--- src/rtl/laser_pkg.sv ---
`default_nettype none
// ============================================================================
// Module      : laser_pkg
// Description : Shared LaserDrop framing constants, enums and header decoder.
// Revision    : 1.0 - initial release
// ============================================================================
package laser_pkg;

    localparam logic [7:0] SEQ_START = 8'hCC;
    localparam logic [7:0] SEQ_STOP  = 8'h55;
    localparam logic [7:0] SEQ_ACK   = 8'h11;
    localparam logic [7:0] SEQ_FAIL  = 8'hBB;
    localparam logic [7:0] SEQ_DONE  = 8'hAA;

    // Lengths count beats including the header beat.
    localparam logic [9:0] LEN_START = 10'd512;
    localparam logic [9:0] LEN_STOP  = 10'd6;
    localparam logic [9:0] LEN_ACK   = 10'd4;
    localparam logic [9:0] LEN_FAIL  = 10'd4;
    localparam logic [9:0] LEN_DONE  = 10'd2;

    typedef enum logic [2:0] {
        PKT_START = 3'd0,
        PKT_STOP  = 3'd1,
        PKT_ACK   = 3'd2,
        PKT_FAIL  = 3'd3,
        PKT_DONE  = 3'd4
    } pkt_type_t;

    typedef enum logic [2:0] {
        ERR_NONE          = 3'd0,
        ERR_UNKNOWN_HDR   = 3'd1,
        ERR_LANE_MISMATCH = 3'd2,
        ERR_TIMEOUT       = 3'd3,
        ERR_OVERFLOW      = 3'd4
    } err_code_t;

    typedef enum logic [1:0] {
        ST_IDLE    = 2'd0,
        ST_BODY    = 2'd1,
        ST_DISCARD = 2'd2
    } asm_state_t;

    typedef struct packed {
        logic       known;
        pkt_type_t  ptype;
        logic [9:0] len;
    } hdr_info_t;

    function automatic hdr_info_t hdr_decode(input logic [7:0] seq);
        hdr_info_t info;
        info = '{known: 1'b1, ptype: PKT_START, len: LEN_START};
        case (seq)
            SEQ_START: info = '{known: 1'b1, ptype: PKT_START, len: LEN_START};
            SEQ_STOP:  info = '{known: 1'b1, ptype: PKT_STOP,  len: LEN_STOP};
            SEQ_ACK:   info = '{known: 1'b1, ptype: PKT_ACK,   len: LEN_ACK};
            SEQ_FAIL:  info = '{known: 1'b1, ptype: PKT_FAIL,  len: LEN_FAIL};
            SEQ_DONE:  info = '{known: 1'b1, ptype: PKT_DONE,  len: LEN_DONE};
            default:   info = '{known: 1'b0, ptype: PKT_START, len: 10'd0};
        endcase
        return info;
    endfunction

endpackage
`default_nettype wire

--- src/rtl/laser_beat_fifo.sv ---
`default_nettype none
// ============================================================================
// Module      : laser_beat_fifo
// Description : Registered synchronous FIFO of {last, lane2, lane1} beats.
// Revision    : 1.0 - initial release
// ============================================================================
module laser_beat_fifo #(
    parameter int FIFO_DEPTH = 16,
    parameter int WIDTH      = 17
) (
    input  logic             clock_i,
    input  logic             reset_i,
    input  logic             push_i,
    input  logic [WIDTH-1:0] data_i,
    input  logic             pop_i,
    output logic [WIDTH-1:0] data_o,
    output logic             full_o,
    output logic             empty_o
);

    localparam int AW = (FIFO_DEPTH > 1) ? $clog2(FIFO_DEPTH) : 1;

    logic [WIDTH-1:0] mem_q [FIFO_DEPTH];
    logic [AW:0]      wr_ptr_q;
    logic [AW:0]      wr_ptr_d;
    logic [AW:0]      rd_ptr_q;
    logic [AW:0]      rd_ptr_d;
    logic             do_push;
    logic             do_pop;

    // Extra pointer MSB distinguishes full from empty when the indices match.
    assign full_o  = (wr_ptr_q[AW] != rd_ptr_q[AW]) && (wr_ptr_q[AW-1:0] == rd_ptr_q[AW-1:0]);
    assign empty_o = (wr_ptr_q == rd_ptr_q);
    assign do_push = push_i && !full_o;
    assign do_pop  = pop_i && !empty_o;
    assign data_o  = mem_q[rd_ptr_q[AW-1:0]];

    always_comb begin
        wr_ptr_d = wr_ptr_q;
        rd_ptr_d = rd_ptr_q;
        if (do_push) wr_ptr_d = wr_ptr_q + {{AW{1'b0}}, 1'b1};
        if (do_pop)  rd_ptr_d = rd_ptr_q + {{AW{1'b0}}, 1'b1};
    end

    always_ff @(posedge clock_i or posedge reset_i) begin
        if (reset_i) begin
            wr_ptr_q <= '0;
            rd_ptr_q <= '0;
        end else begin
            wr_ptr_q <= wr_ptr_d;
            rd_ptr_q <= rd_ptr_d;
        end
    end

    always_ff @(posedge clock_i) begin
        if (do_push) mem_q[wr_ptr_q[AW-1:0]] <= data_i;
    end

endmodule
`default_nettype wire

--- src/rtl/laser_packet_assembler.sv ---
`default_nettype none
// ============================================================================
// Module      : laser_packet_assembler
// Description : Frames receiver byte pairs into LaserDrop packets with status.
// Revision    : 1.0 - initial release
// ============================================================================
module laser_packet_assembler
    import laser_pkg::*;
#(
    parameter int FIFO_DEPTH     = 16,
    parameter int TIMEOUT_CYCLES = 200
) (
    input  logic        clock,
    input  logic        reset,
    input  logic        data_valid,
    input  logic [7:0]  data1_in,
    input  logic [7:0]  data2_in,
    output logic        out_valid,
    input  logic        out_ready,
    output logic [15:0] out_data,
    output logic        out_last,
    output logic        pkt_done,
    output logic [2:0]  pkt_type,
    output logic        pkt_error,
    output logic [2:0]  err_code
);

    localparam int              TW      = $clog2(TIMEOUT_CYCLES + 1);
    localparam logic [TW-1:0]   TO_LAST = TW'(TIMEOUT_CYCLES - 1);

    asm_state_t  state_q, state_d;
    logic [9:0]  beat_cnt_q, beat_cnt_d;
    logic [9:0]  pkt_len_q, pkt_len_d;
    logic [TW-1:0] idle_cnt_q, idle_cnt_d;
    pkt_type_t   pkt_type_q, pkt_type_d;
    err_code_t   err_q, err_d;
    logic        done_q, done_d;
    logic        error_q, error_d;

    logic        fifo_push;
    logic        fifo_last;
    logic        fifo_full;
    logic        fifo_empty;
    logic [16:0] fifo_head;
    hdr_info_t   hdr;

    assign hdr = hdr_decode(data1_in);

    always_comb begin
        state_d    = state_q;
        beat_cnt_d = beat_cnt_q;
        pkt_len_d  = pkt_len_q;
        idle_cnt_d = idle_cnt_q;
        pkt_type_d = pkt_type_q;
        err_d      = err_q;
        done_d     = 1'b0;
        error_d    = 1'b0;
        fifo_push  = 1'b0;
        fifo_last  = 1'b0;

        unique case (state_q)
            ST_IDLE: begin
                idle_cnt_d = '0;
                if (data_valid) begin
                    // Full is judged before any same-cycle pop so the drop decision is registered-state only.
                    if (fifo_full || (data2_in != data1_in) || !hdr.known) begin
                        done_d  = 1'b1;
                        error_d = 1'b1;
                        state_d = ST_DISCARD;
                        if (fifo_full)                   err_d = ERR_OVERFLOW;
                        else if (data2_in != data1_in)   err_d = ERR_LANE_MISMATCH;
                        else                             err_d = ERR_UNKNOWN_HDR;
                    end else begin
                        fifo_push  = 1'b1;
                        beat_cnt_d = 10'd1;
                        pkt_len_d  = hdr.len;
                        pkt_type_d = hdr.ptype;
                        state_d    = ST_BODY;
                    end
                end
            end
            ST_BODY: begin
                if (data_valid) begin
                    idle_cnt_d = '0;
                    if (fifo_full) begin
                        done_d  = 1'b1;
                        error_d = 1'b1;
                        err_d   = ERR_OVERFLOW;
                        state_d = ST_DISCARD;
                    end else begin
                        fifo_push  = 1'b1;
                        beat_cnt_d = beat_cnt_q + 10'd1;
                        if (beat_cnt_q + 10'd1 == pkt_len_q) begin
                            fifo_last = 1'b1;
                            done_d    = 1'b1;
                            err_d     = ERR_NONE;
                            state_d   = ST_IDLE;
                        end
                    end
                end else if (idle_cnt_q == TO_LAST) begin
                    done_d     = 1'b1;
                    error_d    = 1'b1;
                    err_d      = ERR_TIMEOUT;
                    idle_cnt_d = '0;
                    state_d    = ST_IDLE;
                end else begin
                    idle_cnt_d = idle_cnt_q + 1'b1;
                end
            end
            ST_DISCARD: begin
                if (data_valid) begin
                    idle_cnt_d = '0;
                end else if (idle_cnt_q == TO_LAST) begin
                    idle_cnt_d = '0;
                    state_d    = ST_IDLE;
                end else begin
                    idle_cnt_d = idle_cnt_q + 1'b1;
                end
            end
            default: begin
                state_d    = ST_IDLE;
                idle_cnt_d = '0;
            end
        endcase
    end

    always_ff @(posedge clock or posedge reset) begin
        if (reset) begin
            state_q    <= ST_IDLE;
            beat_cnt_q <= '0;
            pkt_len_q  <= '0;
            idle_cnt_q <= '0;
            pkt_type_q <= PKT_START;
            err_q      <= ERR_NONE;
            done_q     <= 1'b0;
            error_q    <= 1'b0;
        end else begin
            state_q    <= state_d;
            beat_cnt_q <= beat_cnt_d;
            pkt_len_q  <= pkt_len_d;
            idle_cnt_q <= idle_cnt_d;
            pkt_type_q <= pkt_type_d;
            err_q      <= err_d;
            done_q     <= done_d;
            error_q    <= error_d;
        end
    end

    laser_beat_fifo #(
        .FIFO_DEPTH (FIFO_DEPTH),
        .WIDTH      (17)
    ) u_fifo (
        .clock_i (clock),
        .reset_i (reset),
        .push_i  (fifo_push),
        .data_i  ({fifo_last, data2_in, data1_in}),
        .pop_i   (out_ready),
        .data_o  (fifo_head),
        .full_o  (fifo_full),
        .empty_o (fifo_empty)
    );

    // Head is masked while empty so stale storage never appears on the outputs.
    assign out_valid = !fifo_empty;
    assign out_data  = fifo_empty ? 16'd0 : fifo_head[15:0];
    assign out_last  = !fifo_empty && fifo_head[16];
    assign pkt_done  = done_q;
    assign pkt_error = error_q;
    assign pkt_type  = pkt_type_q;
    assign err_code  = err_q;

endmodule
`default_nettype wire

--- config.mk ---
export PLATFORM = sky130hd
export DESIGN_NAME = laser_packet_assembler
export DESIGN_NICKNAME = d
export VERILOG_FILES = /design/src/rtl/laser_pkg.sv /design/src/rtl/laser_beat_fifo.sv /design/src/rtl/laser_packet_assembler.sv
export SDC_FILE = /design/constraint.sdc
export NUM_CORES = 1
export LEC_CHECK = 0
export ABC_AREA = 1
export CAP_MARGIN = 10
export CORE_MARGIN = 1
export CORE_UTILIZATION = 55
export CTS_BUF_LIST = sky130_fd_sc_hd__clkbuf_4 sky130_fd_sc_hd__clkbuf_8
export DETAILED_ROUTE_END_ITERATION = 10
export PLACE_DENSITY = 0.73
export SLEW_MARGIN = 20
export SYNTH_ARGS = -nofsm -noshare
export SYNTH_HDL_FRONTEND = slang
export SYNTH_SLANG_ARGS = --single-unit
--- constraint.sdc ---
create_clock -name clock -period 3.5 [get_ports clock]
set_input_delay 0.525 -clock clock [delete_from_list [all_inputs] [get_ports clock]]
set_output_delay 0.525 -clock clock [all_outputs]
set_load 0.1 [all_outputs]
==> results <==
- The cell area that synthesis handed to floorplanning was 13200 um^2.
- For this run, the post-layout net count is 1256.
- Entering global routing, the biggest net connects 116 pins.
- Counting along the longest clock path gives a buffer depth of 3.
- The largest voltage drop on the vdd net is 1.04 mV.
- The run finished with clean final reports.
- The number of buffers inserted during clock tree synthesis is 50.
- After the flow finishes, the layout carries non-filler instances totaling 1579.
- The worst setup skew after layout is 0.0158 ns.
- The maximum clock frequency is 294 MHz.
- The worst setup path is captured at an output port.
- The design draws 0.0134 W.
- The placed instances occupy a cell area of 14700 um^2.
- TritonCTS built the clock tree.
- Synthesis instantiated 40 different standard cells from the library.
- Along the worst path, the maximum fanout reaches 115.
- The post-route antenna net violation count is 0.
- The leakage power is 5.51 nW.
- Setup violations remaining at the end of the flow were counted as 0.
- Power spread over the standard cell area amounts to 855 nW/um^2.
- The area of the die is 24700 um^2.
- Summing all non-filler instances in the final layout gives an area of 15700 um^2.
- The DRC violation total after the first TritonRoute iteration is 985.
- The x dimension of the die is 157 um.
- The area growth from synthesis to layout is 18.9%.
- For the final routed database, the setup TNS stands at 0 ns.
- The final critical path takes up 97.2% of the cycle.
- The max-slew violation total from the final report is 0.
- The biggest area consumer among synthesized cells is edfxtp_1.
- In this run the biggest area consumer among cell types represents 61.7% of the synthesized area.
- The clock-pin slew on the worst setup and hold paths is 0.07 ns.
- The total count of hold-check failures in the final report is 0.
- The tightest slew margin relative to the limit is 34.7%.
- The footprint of the multi-input gates is 3850 um^2.
- The total global-route track usage is 27.0%.
- The proportion of synthesized chip area in sequential cells is 69.5%.
- After floorplanning, the core was sized to cover 23500 um^2.
- Setup repair after global routing left no endpoint under its margin.
- The first detailed-routing pass took 5 iterations.
- In this run the core area contains 56 standard-cell rows.
- The number of instances in the synthesized netlist is 1130.
- Of all flip-flops after synthesis, the portion carrying an async set or reset was 13.1%.
- The first global-routing pass estimated 49.5 mm of wire.
- Sorting the synthesized cells by area gives the leading types as edfxtp_1 62%, dfrtp_1 7.8%, o21ai_0 5.6%.
- After filler insertion, the fill cell instance count of the layout stands at 1739.
- In this run the critical register-to-register path is launched from u_fifo.rd_ptr_q[1].
- In this run the number of H-tree levels came out at 2.
- The average cell area after synthesis is 11.7 um^2.
- The number of vias per cell is 5.85.
- The synthesized design contains 272 enable-type register cells.
- Yosys printed 0 warnings.
- In this run the tool buffered the top-level ports with 45 buffer cells.
- 46 I/O pins were placed.
- By startpoint and endpoint, the worst setup path is classified as reg -> out.
- After clock tree synthesis, the setup repair step added 0 buffers.
- The half-perimeter wire length after detailed placement is 20.9 mm.
- The post-route DRC violation count is 0.
- The most instantiated flip-flop cell in the synthesis netlist is edfxtp_1.
- Wires add up to 32.4 mm.
- Data on the critical path arrives at its endpoint at 2.88 ns.
- The placer congestion estimate is 0.839.
- The clock insertion delay at the later pin of the skew report is 0.57 ns.
- The antenna cell count is 0.
- Max-cap violations in this run came to 0.
- Of the cells placed in the final design, the portion with a size suffix greater than 1 is 17.4%.
- After detailed routing, the average wire length per cell comes to 20.5 um.
- In this run the vertical extent of the chip is 157 um.
- The critical path starts at u_fifo.rd_ptr_q[0].
- The root buffer cell chosen for the clock tree is clkbuf_8.
- The number of synthesized register bits is 313.
- The transition time of the tightest slew-check pin is 0.977 ns.
- The number of nets handed over by synthesis was 1161.
- The number of global-route vias before repair came to 8822.
- The number of placed instances, taps included, is 1491.
- The worst hold path class is in -> async.
- The initial core utilization is 56.2%.
- Across the whole layout, storage elements account for 9200 um^2.
- Counting every sink on the clock net gives 313.
- The total congestion overflow after global routing is 0.
- The initial antenna violation count is 0.
- The number of cells on the worst reg-to-reg path is 12.
- The final core utilization is 66.8%.
- The required time at the worst-slack endpoint is 2.97 ns.
- The critical path launch point type is a flip-flop.
- The number of vias after detailed routing is 9243.
- Subtracting the final worst setup slack from the clock period gives 3.40 ns.
-- through the flow --
step                      hold WS, ns  setup slack [ns]
after CTS                       0.327            0.0461
after floorplan                 0.433             0.389
after detailed placement        0.467             0.174
final                           0.326            0.0995
after global placement          0.455             0.268
after global routing            0.356           0.00178
-- critical path: stages (launching register included) --
cell and delay, ns:
dfrtp_4 0.61, buf_12 0.41, o21ai_0 0.18, o221ai_1 0.34, nand3_1 0.27, a31oi_4 0.24
buf_12 0.20
-- repair_timing --
| item | 4_1_cts | 5_1_grt |
|---|---|---|
| hold buffers | 0 | 0 |
| resized for setup | 0 | 2 |
| setup endpoints to repair | 0 | 3 |
-- cells in the final DEF, fill, tap and decap left out, drive strengths merged, types with 2 or more instances in the layout --
master / synthesis / routed
a21oi: 8 / 8
a31oi: 17 / 17
and2: 2 / 2
buf: 16 / 70
bufinv: 0 / 2
clkbuf: 39 / 65
clkdlybuf4s50: 0 / 27
clkinv: 3 / 23
clkinvlp: 0 / 2
dfrtp: 41 / 41
edfxtp: 272 / 272
ha: 11 / 11
inv: 50 / 49
nand2: 168 / 168
nand3: 45 / 45
nand3b: 2 / 2
nand4: 5 / 5
nor2: 190 / 190
nor3: 6 / 6
o211ai: 7 / 7
o21ai: 157 / 157
o221ai: 28 / 28
o22ai: 41 / 41
xnor2: 11 / 11
xor2: 7 / 7
-- cell type report --
type                       count  area share (%)
clock inverter                23            1.03
sequential                   313            58.5
inverter                      53            1.29
timing repair buffer          98            7.12
tap                          319            2.54
clock buffer                  64            5.12
multi-input combinational    709            24.5
-- kinds of logic after synthesis --
| logic type | share of synthesized area [%] |
|---|---|
| buf+inv | 3.30 |
| flops | 69.5 |
| compound gates | 11.4 |
| simple gates | 13.5 |
| fa+ha+maj | 1.04 |
| xor+xnor | 1.19 |
-- synthesized netlist by cell type (8+ instances only) --
library cell,count
dfrtp_1,41
inv_1,41
nand3_1,40
clkbuf_1,39
o221ai_1,28
o22ai_1,41
ha_1,11
nand2_1,157
a31oi_1,17
xnor2_1,11
o21ai_0,149
edfxtp_1,272
a21oi_1,8
nor2_1,185
inv_2,8
buf_2,11
-- layer usage --
layer | track usage (%) | vias up | wire (um)
li1 | - | 4260 | -
met5 | 0 | - | 0
met3 | 4.60 | 73 | 2560
met1 | 36.7 | 4489 | 13300
met2 | 42.8 | 421 | 15300
met4 | 12.5 | 0 | 1220
-- power by group --
group | switching (W) | internal (W) | total, W
sequential | 0.0000995 | 0.00412 | 0.00422
combinational | 0.00422 | 0.00197 | 0.00619
clock | 0.00139 | 0.00165 | 0.00304
total | 0.00571 | 0.00774 | 0.0134
-- sequential cells by signal, summed over array words and instances, names as in the netlist --
name / cells
idle_cnt_q: 8
u_fifo.mem_q: 272
pkt_len_q: 3
u_fifo.wr_ptr_q: 5
pkt_done: 1
pkt_error: 1
pkt_type: 3
err_code: 3
beat_cnt_q: 10
u_fifo.rd_ptr_q: 5
state_q: 2
-- path summary, 6_finish.rpt --
| kind | endpoint | slack (ns) |
|---|---|---|
| setup / recovery | out_data[11] | 0.1 |
| hold / removal | beat_cnt_q[7] | 0.33 |
| setup reg to reg | u_fifo.mem_q[1][12] | 0.73 |
| hold reg to reg | idle_cnt_q[0] | 0.47 |
| max in group asynchronous | u_fifo.rd_ptr_q[0] | 2.45 |
| min in group clock | idle_cnt_q[0] | 0.47 |
Power figures use the tool's default switching activity.
